**src/rtl/main.sv**
```systemverilog
// Morse keyer: transmits one ASCII letter, digit or word space per Start
// request as International Morse on the registered key output Y.
module main #(
  parameter int UNIT_CYCLES = 4
) (
  input  logic       CLK,
  input  logic       RST,
  input  logic [6:0] RxData,
  input  logic       Start,
  output logic       Y
);

  localparam int CW = (UNIT_CYCLES * 3 > 2) ? $clog2(UNIT_CYCLES * 3) : 2;
  localparam logic [CW-1:0] UNIT_LAST   = CW'(UNIT_CYCLES - 1);
  localparam logic [CW-1:0] TRIPLE_LAST = CW'(UNIT_CYCLES * 3 - 1);

  typedef enum logic [1:0] {
    IDLE       = 2'd0,
    MARK       = 2'd1,
    GAP        = 2'd2,
    LETTER_GAP = 2'd3
  } state_t;

  typedef struct packed {
    logic       valid;
    logic       space;
    logic [2:0] len;
    logic [4:0] pat;
  } code_t;

  function automatic code_t mk(input logic [2:0] len, input logic [4:0] pat);
    code_t c;
    c.valid = 1'b1;
    c.space = 1'b0;
    c.len   = len;
    c.pat   = pat;
    return c;
  endfunction

  // Element i of a code lives in pat[i]; 1 = dash, 0 = dot.
  function automatic code_t decode(input logic [6:0] ch);
    logic [6:0] u;
    code_t      c;
    u = ((ch >= 7'd97) && (ch <= 7'd122)) ? (ch - 7'd32) : ch;
    case (u)
      7'd32: begin
        c       = '0;
        c.valid = 1'b1;
        c.space = 1'b1;
      end
      7'd65: c = mk(3'd2, 5'b00010);
      7'd66: c = mk(3'd4, 5'b00001);
      7'd67: c = mk(3'd4, 5'b00101);
      7'd68: c = mk(3'd3, 5'b00001);
      7'd69: c = mk(3'd1, 5'b00000);
      7'd70: c = mk(3'd4, 5'b00100);
      7'd71: c = mk(3'd3, 5'b00011);
      7'd72: c = mk(3'd4, 5'b00000);
      7'd73: c = mk(3'd2, 5'b00000);
      7'd74: c = mk(3'd4, 5'b01110);
      7'd75: c = mk(3'd3, 5'b00101);
      7'd76: c = mk(3'd4, 5'b00010);
      7'd77: c = mk(3'd2, 5'b00011);
      7'd78: c = mk(3'd2, 5'b00001);
      7'd79: c = mk(3'd3, 5'b00111);
      7'd80: c = mk(3'd4, 5'b00110);
      7'd81: c = mk(3'd4, 5'b01011);
      7'd82: c = mk(3'd3, 5'b00010);
      7'd83: c = mk(3'd3, 5'b00000);
      7'd84: c = mk(3'd1, 5'b00001);
      7'd85: c = mk(3'd3, 5'b00100);
      7'd86: c = mk(3'd4, 5'b01000);
      7'd87: c = mk(3'd3, 5'b00110);
      7'd88: c = mk(3'd4, 5'b01001);
      7'd89: c = mk(3'd4, 5'b01101);
      7'd90: c = mk(3'd4, 5'b00011);
      7'd48: c = mk(3'd5, 5'b11111);
      7'd49: c = mk(3'd5, 5'b11110);
      7'd50: c = mk(3'd5, 5'b11100);
      7'd51: c = mk(3'd5, 5'b11000);
      7'd52: c = mk(3'd5, 5'b10000);
      7'd53: c = mk(3'd5, 5'b00000);
      7'd54: c = mk(3'd5, 5'b00001);
      7'd55: c = mk(3'd5, 5'b00011);
      7'd56: c = mk(3'd5, 5'b00111);
      7'd57: c = mk(3'd5, 5'b01111);
      default: c = '0;
    endcase
    return c;
  endfunction

  state_t        state_r;
  logic [CW-1:0] cnt_r;
  logic [2:0]    idx_r;
  logic [2:0]    len_r;
  logic [4:0]    pat_r;
  logic          space_r;
  code_t         dec_s;
  logic [CW-1:0] mark_last_s;

  // Decode the live character and pick the length of the current element.
  always_comb begin
    dec_s = decode(RxData);
    if (pat_r[idx_r]) begin
      mark_last_s = TRIPLE_LAST;
    end else begin
      mark_last_s = UNIT_LAST;
    end
  end

  // Keyer FSM; Y follows the MARK state one cycle later so it is a pure flop.
  // A word space is LETTER_GAP + GAP + LETTER_GAP = 7 silent units.
  always_ff @(posedge CLK or negedge RST) begin
    if (!RST) begin
      state_r <= IDLE;
      cnt_r   <= '0;
      idx_r   <= 3'd0;
      len_r   <= 3'd0;
      pat_r   <= 5'd0;
      space_r <= 1'b0;
      Y       <= 1'b0;
    end else begin
      Y <= (state_r == MARK);
      case (state_r)
        IDLE: begin
          cnt_r <= '0;
          idx_r <= 3'd0;
          if (Start && dec_s.valid) begin
            len_r   <= dec_s.len;
            pat_r   <= dec_s.pat;
            space_r <= dec_s.space;
            state_r <= dec_s.space ? LETTER_GAP : MARK;
          end else begin
            state_r <= IDLE;
          end
        end
        MARK: begin
          if (cnt_r == mark_last_s) begin
            cnt_r <= '0;
            if (idx_r == (len_r - 3'd1)) begin
              state_r <= LETTER_GAP;
            end else begin
              idx_r   <= idx_r + 3'd1;
              state_r <= GAP;
            end
          end else begin
            cnt_r <= cnt_r + 1'b1;
          end
        end
        GAP: begin
          if (cnt_r == UNIT_LAST) begin
            cnt_r   <= '0;
            state_r <= (len_r == 3'd0) ? LETTER_GAP : MARK;
          end else begin
            cnt_r <= cnt_r + 1'b1;
          end
        end
        LETTER_GAP: begin
          if (cnt_r == TRIPLE_LAST) begin
            cnt_r <= '0;
            if (space_r) begin
              space_r <= 1'b0;
              state_r <= GAP;
            end else begin
              state_r <= IDLE;
            end
          end else begin
            cnt_r <= cnt_r + 1'b1;
          end
        end
        default: begin
          cnt_r   <= '0;
          state_r <= IDLE;
        end
      endcase
    end
  end

endmodule

```
**config.mk**
```make
export PLATFORM = sky130hd
export DESIGN_NAME = main
export DESIGN_NICKNAME = d
export VERILOG_FILES = /design/src/rtl/main.sv
export SDC_FILE = /design/constraint.sdc
export NUM_CORES = 1
export LEC_CHECK = 0
export CELL_PAD_IN_SITES_DETAIL_PLACEMENT = 1
export CELL_PAD_IN_SITES_GLOBAL_PLACEMENT = 1
export CORE_AREA = 2 2 70 72
export CTS_CLUSTER_DIAMETER = 40
export DETAILED_ROUTE_END_ITERATION = 16
export DIE_AREA = 0 0 72 74
export MAX_ROUTING_LAYER = met4
export PLACE_DENSITY = 0.79
export SLEW_MARGIN = 20
export SYNTH_ARGS = -nofsm -noshare
export SYNTH_HDL_FRONTEND = slang
export SYNTH_SLANG_ARGS = --single-unit
export TNS_END_PERCENT = 1
```
**constraint.sdc**
```tcl
create_clock -name CLK -period 5.8 [get_ports CLK]
set_input_delay 1.45 -clock CLK [delete_from_list [all_inputs] [get_ports CLK]]
set_output_delay 1.45 -clock CLK [all_outputs]
set_load 0.03 [all_outputs]
```
==> run metrics, run 1 <==
outcome finished, final reports clean; final worst slack 1470 ps; clk slew on worst S/H paths 70 ps; Die X-Extent ~70 µm; Core Footprint ~4600 µm²; top_reg_cell synth dfrtp_1; number of H-tree levels 1; Via-to-Cell Ratio about 5.7; VDD IR-drop max roughly 0.000062 V; Post-Syn Instances between 150 and 200; # setup viols final 0; detailed placement HPWL 3120 µm; clock skew 2.03 ps; Total GRT Usage roughly 17%; CP Depth 7; layout cells sized above 1 11.5%; Fmax achieved about 230 MHz; Mapped Nets 210; Post-CTS Setup Inserts 0; initial antenna violation count 0; Setup Slack @ Placement between 1000 and 1500 ps; via count 1391; FFs w/ async S/R, synth 100%; CP endpoint kind register; crit-path max cell delay 940 ps; WP data required 5980 ps; minimum clock period between 4000 and 5000 ps; number of synthesized register bits 19; setup_tns 0 ps; Mean Syn Cell Area roughly 9.2 µm²; Worst Path Buf+Inv 1; Layout Nets ~210; register area share after synthesis 27.2%; vias in the first global route between 1000 and 1500; number of distinct library cells after synthesis between 50 and 60; top cells by area in the synthesized netlist dfrtp_1 27%, ha_1 7.9%, mux2i_1 5.7%; final WL around 4000 µm; Netlist Area Pre-Place 1750 µm²; Leak ~0.81 nW; Power Density ~150 nW/µm²; synth warn 0; Hold Fails Final Rpt 0; GRT overflow 0; RSZ-0062 raised after global routing no; Slew headroom 31.2%; post-route clock period utilization approximately 75%; CTS tree done; CP Max Fanout 31; pin count of the biggest net entering global routing 32; WS Path Type in2reg; Rows 25; Worst-Skew Late Latency 260 ps; die area 5330 µm²; CP Cell Sequence clkdlybuf4s50_1 > or3_4 > o311ai_0 > nand2_1 > o21a_1 > or4_1 > a21oi_1; Hold Path Stages 1; WP data arrival ~4500 ps; Placer Congestion approximately 0.84; synth-to-layout area growth 9.46%; Sink Count 19; die height between 70 and 80 µm; port bufs 10; commonest non-fill, non-tap cell in the layout dfrtp_1; slowest CP cell clkdlybuf4s50_1; Synth top area share ~27%; antenna cells 0; DRT iter0 DRCs 25; clk buf depth 2; Post-synth EDFFs 0; Routed Antenna Nets 0; Reg2Reg Depth 6; PostCTS Resize Cnt 0; wire length per cell around 16 µm; Setup crit start kind input pin; area leader, netlist dfrtp_1; first-pass GRT wire length approximately 7000 µm; Max Cap Viol 0; Initial Utilization between 30% and 40%; DRC Markers 0; Crit path max-delay family simple AND/OR/NAND/NOR gates; cts bufs inserted 3; 1st-pass router iterations 4; I/O pin count 11; Max Slew Vio Count 0; worst hold-check path type reg2reg; worst slew pin tran just over 1000 ps; CTS root buf clkbuf_8; CTS Hold Bufs 0; commonest cells after routing, fill and taps aside 19 x dfrtp_1, 14 x inv_1, 14 x nor2_1, 13 x nand2_1, 11 x ha_1
-- cells by family (layout without fill, tap and decap cells) --
logic type / count (synthesis) / in the layout / share of synthesized area, %
muxes: 20 / 20 / 15.2
AOI/OAI and AO/OA: 50 / 50 / 23.2
adders and majority gates: 11 / 11 / 7.89
xor gates and xnor gates: 5 / 5 / 2.51
and+or+nand+nor: 58 / 58 / 17.9
DFF: 19 / 19 / 27.2
buffers and inverters: 26 / 29 / 6.16
-- layout make-up --
type,count,area (µm²)
clock buffer,4,45.0
fill,538,2690
inverter,14,52.6
multi-input combinational,144,1160
sequential,19,475
tap,54,67.6
timing repair buffer,11,108
-- Yosys cell counts, drive strengths merged (3+ instances only) --
| master | instances |
|---|---|
| o21ai | 10 |
| mux2 | 7 |
| a21oi | 9 |
| mux4 | 3 |
| o2bb2ai | 3 |
| o211ai | 3 |
| nor3b | 4 |
| dfrtp | 19 |
| a22oi | 3 |
| ha | 11 |
| xor2 | 4 |
| mux2i | 10 |
| nand2 | 14 |
| clkbuf | 8 |
| buf | 4 |
| nor2b | 7 |
| nor3 | 4 |
| inv | 14 |
| nor2 | 14 |
-- worst paths after layout --
kind,start,endpoint,slack (ps)
setup / recovery,RxData[2],state_r[1]$_DFFE_PN0P_,1470
hold / removal,cnt_r[0]$_DFF_PN0_,cnt_r[0]$_DFF_PN0_,470
setup reg to reg,idx_r[0]$_DFFE_PN0P_,idx_r[0]$_DFFE_PN0P_,3490
hold reg to reg,cnt_r[0]$_DFF_PN0_,cnt_r[0]$_DFF_PN0_,470
max in group asynchronous,RST,pat_r[3]$_DFFE_PN0P_,3610
min in group asynchronous,RST,idx_r[2]$_DFFE_PN0P_,1670
-- sequential cells by signal, summed over array words and instances (netlist names) --
register,count
len_r,3
Y,1
pat_r,5
idx_r,3
space_r,1
state_r,2
cnt_r,4
-- metal layers --
metal / track usage (%) / wire (µm) / part of all wire (%) / vias up
met1: 20.9 / 1900 / 48 / 677
met5: - / 0 / 0 / -
met2: 29.6 / 1990 / 50 / 15
met4: 3.77 / 45 / 1.1 / 0
met3: 1.76 / 54 / 1.4 / 4
li1: - / - / - / 695
-- metrics by stage --
step	instances	instance area (µm²)	hold WS (ps)	total power [mW]	util (%)
after floorplan	189	1750	431	0.179	-
after global placement	242	1870	449	0.199	40.6
after detailed placement	242	1870	455	0.200	40.6
after CTS	246	1910	463	0.293	41.6
after global routing	246	1910	497	0.304	41.6
final	246	1910	465	0.291	41.6
-- where the power goes --
| group | internal [mW] | switching (mW) | leakage (nW) |
|---|---|---|---|
| clock | 0.0489 | 0.0452 | 0.0228 |
| sequential | 0.132 | 0 | 0.225 |
| combinational | 0.0264 | 0.0382 | 0.559 |
| total | 0.208 | 0.0834 | 0.806 |
No activity file was read; power rests on OpenSTA's default activity.
==> run 2, diff against run 1 <==
clock period = 4.34 ns   (was 5.8 ns; I/O delays follow)
==> run 2 against run 1 <==
Compared with the run above:
- flip-flop and latch count unchanged
- critical endpoint is now state_r[0]$_DFFE_PN0P_
- critical path depth increased by 3
- via count increased by 2.9%
- power increased by 34%
- final area increased by 1.6%
- global-route usage increased by 1.2 points
- combinational power increased by 38%
- clock skew decreased by 0.70 ps
- die area unchanged
- clock power increased by 31%
- critical path type unchanged
- worst hold slack improved by 16 ps
==> run metrics, run 2 (synthesis gave the netlist of run 1 again) <==
die area 5330 µm² (unchanged); DRC Markers 0 (unchanged); WP data required 4520 ps (-1460 ps); number of H-tree levels 1 (unchanged); synth-to-layout area growth 11.3%; port bufs 10 (unchanged); Routed Antenna Nets 0 (unchanged); WS Path Type in2reg; worst slew pin tran 860 ps (-169 ps); first-pass GRT wire length 7390 µm (+6.8%); Power Density 201 nW/µm² (+32%); Setup crit start kind input pin; commonest non-fill, non-tap cell in the layout dfrtp_1; crit-path max cell delay 510 ps (-430 ps); DRT iter0 DRCs 84 (+240%); Setup Slack @ Placement 386 ps (-858 ps); PostCTS Resize Cnt 0 (unchanged); cts bufs inserted 3 (unchanged); Largest register FFs 5 (unchanged); Largest Register pat_r; Via-to-Cell Ratio 5.73 (+1.3%); CP Max Fanout 7 (-77%); VDD IR-drop max 0.0000848 V (+36%); post-route clock period utilization a little over four fifths; Core Footprint 4600 µm² (unchanged); # setup viols final 0 (unchanged); antenna cells 0 (unchanged); wire length per cell 16.9 µm (+4.2%); Leak 0.829 nW (+2.8%); Hold Path Stages 1 (unchanged); CTS root buf clkbuf_8; worst hold slack 481 ps (+15.8 ps); Hold Fails Final Rpt 0 (unchanged); I/O pin count 11 (unchanged); CP endpoint kind register; Layout Nets 218 (+1.9%); commonest cells after routing, fill and taps aside 19 x dfrtp_1, 14 x inv_1, 14 x nor2_1, 13 x nand2_1, 11 x ha_1; Max Cap Viol 0 (unchanged); Sink Count 19 (unchanged); CTS Hold Bufs 0 (unchanged); CP Cell Sequence clkdlybuf4s50_1 > inv_1 > ha_1 > nor2b_1 > nor2_1 > o21ai_0 > a22oi_1 > a211oi_4 > buf_4 > a2bb2oi_1; final worst slack 657 ps (-813 ps); 1st-pass router iterations 4 (unchanged); setup_tns 0 ps (unchanged); Max Slew Vio Count 0 (unchanged); Rows 25 (unchanged); clk slew on worst S/H paths 70 ps (about the same); GRT overflow 0 (unchanged); Initial Utilization 38.0% (unchanged); clk buf depth 2 (unchanged); worst hold-check path type reg2reg; Total Power 0.390 mW (+34%); via count 1432 (+2.9%); slowest CP cell clkdlybuf4s50_1; CTS tree done; pin count of the biggest net entering global routing 27 (-16%); Die X-Extent 72 µm (unchanged); Placer Congestion 0.817 (-3.1%); vias in the first global route 1530 (+6.2%); largest registers pat_r x5, cnt_r x4; WP data arrival 3860 ps (-650 ps); Total GRT Usage 18.0% (+1.2 points); minimum clock period ~3700 ps; clock skew 1.33 ps (-0.696 ps); layout cells sized above 1 13.8% (+2.3 points); RSZ-0062 raised after global routing no; final core occ 42.2% (+0.68 points); Worst-Skew Late Latency 260 ps (about the same); Post-CTS Setup Inserts 0 (unchanged); detailed placement HPWL 3280 µm (+5.1%); initial antenna violation count 0 (unchanged); outcome finished, final reports clean; Fmax achieved between 200 and 300 MHz; Reg2Reg Depth 6 (unchanged); Slew headroom 42.5% (+11 points); # fillers 529 (-1.7%); die height 74 µm (unchanged); final WL 4220 µm (+5.9%)
[run 2: cell types whose count changed in the layout (fill, tap and decap cells not counted), sizes merged]
cell and delta:
buf +4, clkinv +1, clkbuf -1
[run 2: path summary, 6_finish.rpt]
kind,startpoint,end,slack [ps]
max,RxData[0],state_r[0]$_DFFE_PN0P_,660
min,cnt_r[0]$_DFF_PN0_,cnt_r[0]$_DFF_PN0_,480
max reg2reg,idx_r[0]$_DFFE_PN0P_,idx_r[0]$_DFFE_PN0P_,2040
min reg2reg,cnt_r[0]$_DFF_PN0_,cnt_r[0]$_DFF_PN0_,480
max in group asynchronous,RST,pat_r[4]$_DFFE_PN0P_,2500
min in group asynchronous,RST,cnt_r[3]$_DFF_PN0_,1320
[run 2: cell type report]
class | instances | area [µm²] | share of cell area (%)
Tap cell | 54 | 67.6 | 3.48
Sequential cell | 19 | 475 | 24.5
Inverter | 14 | 52.6 | 2.71
Clock buffer | 3 | 41.3 | 2.13
Multi-Input combinational cell | 144 | 1160 | 59.9
Timing Repair Buffer | 15 | 138 | 7.09
Clock inverter | 1 | 5.00 | 0.258
[run 2: worst max-delay path: cells and delay by family]
family / cells / cell delay [ps]
compound gates: 4 / 1160
buf+inv: 3 / 1000
fa+ha+maj: 1 / 330
simple gates: 2 / 270
[run 2: through the flow]
stage	area, µm²	instances
after CTS	1940	250
after detailed placement	1900	246
final	1940	250
after floorplan	1750	189
after global routing	1940	250
after global placement	1900	246
[run 2: routing by layer]
metal | vias to the layer above | GRT usage (%) | part of all wire [%]
li1 | 705 | - | -
met4 | 0 | 5.03 | 1.6
met2 | 25 | 32.2 | 52
met5 | - | - | 0
met1 | 695 | 21.7 | 45
met3 | 7 | 1.63 | 2.2
[run 2: where the power goes]
part	internal, mW	switching [mW]	leakage [nW]
registers	0.177	0	0.225
logic	0.0370	0.0524	0.579
clock network	0.0638	0.0594	0.0255
==> run 3, diff against run 2 <==
PLACE_DENSITY = 0.82   (was 0.79)
clock period = 3.2 ns   (was 4.34 ns; I/O delays follow)
==> run 3 against run 2 <==
Compared with the run above:
- combinational power increased by 57%
- sequential power increased by 36%
- count of clock-buffer cells in the layout increased by 1
- utilization increased by 3.2 points
- worst setup slack got worse by 480 ps
- final area increased by 7.5%
- cell count increased by 7.2%
- first-iteration DRC count decreased by 65%
==> run metrics, run 3 (synthesis gave the netlist of run 1 again) <==
outcome finished, final reports clean; number of H-tree levels 1 (unchanged); Worst R2R Setup Slack 890 ps (-1150 ps); Hold Fails Final Rpt 0 (unchanged); Via-to-Cell Ratio 5.62 (-1.8%); # setup viols final 0 (unchanged); Routed Antenna Nets 0 (unchanged); die height 74 µm (unchanged); cts bufs inserted 3 (unchanged); Largest Register pat_r; synth-to-layout area growth 19.6%; 1st-pass router iterations 4 (unchanged); vias in the first global route 1591 (+4.0%); CP endpoint kind register; Layout Nets 236 (+8.3%); Sink Count 19 (unchanged); Hold Path End cnt_r[0]$_DFF_PN0_; I/O pin count 11 (unchanged); Placer Congestion 0.819 (+0.29%); Hold Path Stages 1 (unchanged); Setup Slack @ Placement -159 ps (-545 ps); Post-CTS Setup Inserts 0 (unchanged); HP Start cnt_r[0]$_DFF_PN0_; FF-to-FF End idx_r[0]$_DFFE_PN0P_; Worst-Skew Late Latency 260 ps (about the same); commonest cells after routing, fill and taps aside 22 x buf_4, 19 x dfrtp_1, 14 x inv_1, 14 x nor2_1, 13 x nand2_1; Setup crit start kind input pin; Power Density 261 nW/µm² (+30%); final WL 4460 µm (+5.6%); WP data required 3340 ps (-1180 ps); CP Max Fanout 10 (+3); clk slew on worst S/H paths 70 ps (about the same); final instance area 2090 µm² (+7.5%); detailed placement HPWL 3640 µm (+11%); pin count of the biggest net entering global routing 27 (unchanged); placed cell area 2040 µm² (+7.8%); DRC Markers 0 (unchanged); Slew headroom 45.8% (+3.3 points); Rows 25 (unchanged); first-pass GRT wire length 7560 µm (+2.2%); Critical R2R Launch idx_r[0]$_DFFE_PN0P_; Core Footprint 4600 µm² (unchanged); final worst slack 175 ps (-481 ps); worst hold slack 459 ps (-22.0 ps); Final Non-Filler Cells 268 (+7.2%); # fillers 539 (+1.9%); worst hold-check path type reg2reg; Max Cap Viol 0 (unchanged); Total Power 0.545 mW (+40%); Leak 0.917 nW (+11%); Total GRT Usage 18.8% (+0.86 points); minimum clock period 3020 ps; GRT overflow 0 (unchanged); largest registers pat_r x5, cnt_r x4; Largest register FFs 5 (unchanged); CP Cell Sequence clkdlybuf4s50_1 > ha_1 > o211ai_1 > a21boi_1 > nor3b_1 > a311oi_2 > a211oi_4 > buf_12 > mux2_4; Max Slew Vio Count 0 (unchanged); WP data arrival 3160 ps (-700 ps); VDD IR-drop max 0.000106 V (+25%); setup_tns 0 ps (unchanged); crit-path max cell delay 510 ps (about the same); Die X-Extent 72 µm (unchanged); clk buf depth 2 (unchanged); RSZ-0062 raised after global routing no; commonest non-fill, non-tap cell in the layout buf_4; # placed instances 264 (+7.3%); post-route clock period utilization 94.5%; slowest CP cell clkdlybuf4s50_1; antenna cells 0 (unchanged); die area 5330 µm² (unchanged); WS Path Type in2reg; via count 1507 (+5.2%); Initial Utilization 38.0% (unchanged); Reg2Reg Depth 6 (unchanged); DRT iter0 DRCs 29 (-65%); initial antenna violation count 0 (unchanged); clock skew 2.60 ps (+1.27 ps); layout cells sized above 1 20.6% (+6.8 points); CTS tree done; worst setup path startpoint RxData[1]; wire length per cell 16.6 µm (-1.5%); worst slew pin tran 810 ps (-49.2 ps); Fmax achieved 331 MHz; CTS root buf clkbuf_8; port bufs 10 (unchanged); final core occ 45.4% (+3.2 points)
==> run 3: changes by cell type in the layout (fill, tap and decap cells not counted), sizes merged <==
cell | before | now
buf | 5 | 23
clkbuf | 3 | 4
clkinv | 1 | 0
==> run 3: worst max-delay path by stage <==
stage	endpoint	slack [ps]	cells past startpoint
after floorplan	pat_r[0]$_DFFE_PN0P_	340	9
after global placement	pat_r[1]$_DFFE_PN0P_	-20	9
after detailed placement	pat_r[2]$_DFFE_PN0P_	-160	9
after CTS	pat_r[2]$_DFFE_PN0P_	110	9
after global routing	pat_r[2]$_DFFE_PN0P_	10	9
final	pat_r[2]$_DFFE_PN0P_	180	9
==> run 3: cell type report <==
class | instances | area, µm² | area share [%]
Tap cell | 54 | 67.6 | 3.24
Inverter | 14 | 52.6 | 2.52
Sequential cell | 19 | 475 | 22.8
Multi-Input combinational cell | 144 | 1160 | 55.7
Timing Repair Buffer | 33 | 285 | 13.7
Clock buffer | 4 | 45.0 | 2.16
==> run 3: routing by layer <==
| layer | up-vias | routed length [µm] | global-route usage [%] |
|---|---|---|---|
| met4 | 0 | 95 | 6.50 |
| met5 | - | 0 | - |
| met2 | 21 | 2380 | 35.7 |
| met3 | 9 | 58 | 0.813 |
| met1 | 738 | 1920 | 21.2 |
| li1 | 739 | - | - |
==> run 3: critical path: cells and delay by family <==
family	cells	cell delay [ps]
adder cells (fa/ha/maj)	1	250
buffers and inverters	2	690
AO/OA/AOI/OAI	4	860
multiplexers	1	310
AND/OR/NAND/NOR	1	250
==> run 3: report_power, final <==
group	internal [mW]	switching [mW]	total (mW)
clock network	0.0886	0.0768	0.165
logic	0.0647	0.0752	0.140
registers	0.240	0	0.240
==> run 3: timing repair <==
action / CTS / global route
endpoints found under the setup margin: 0 / 5
resized for setup: 0 / 1
hold buffers: 0 / 0
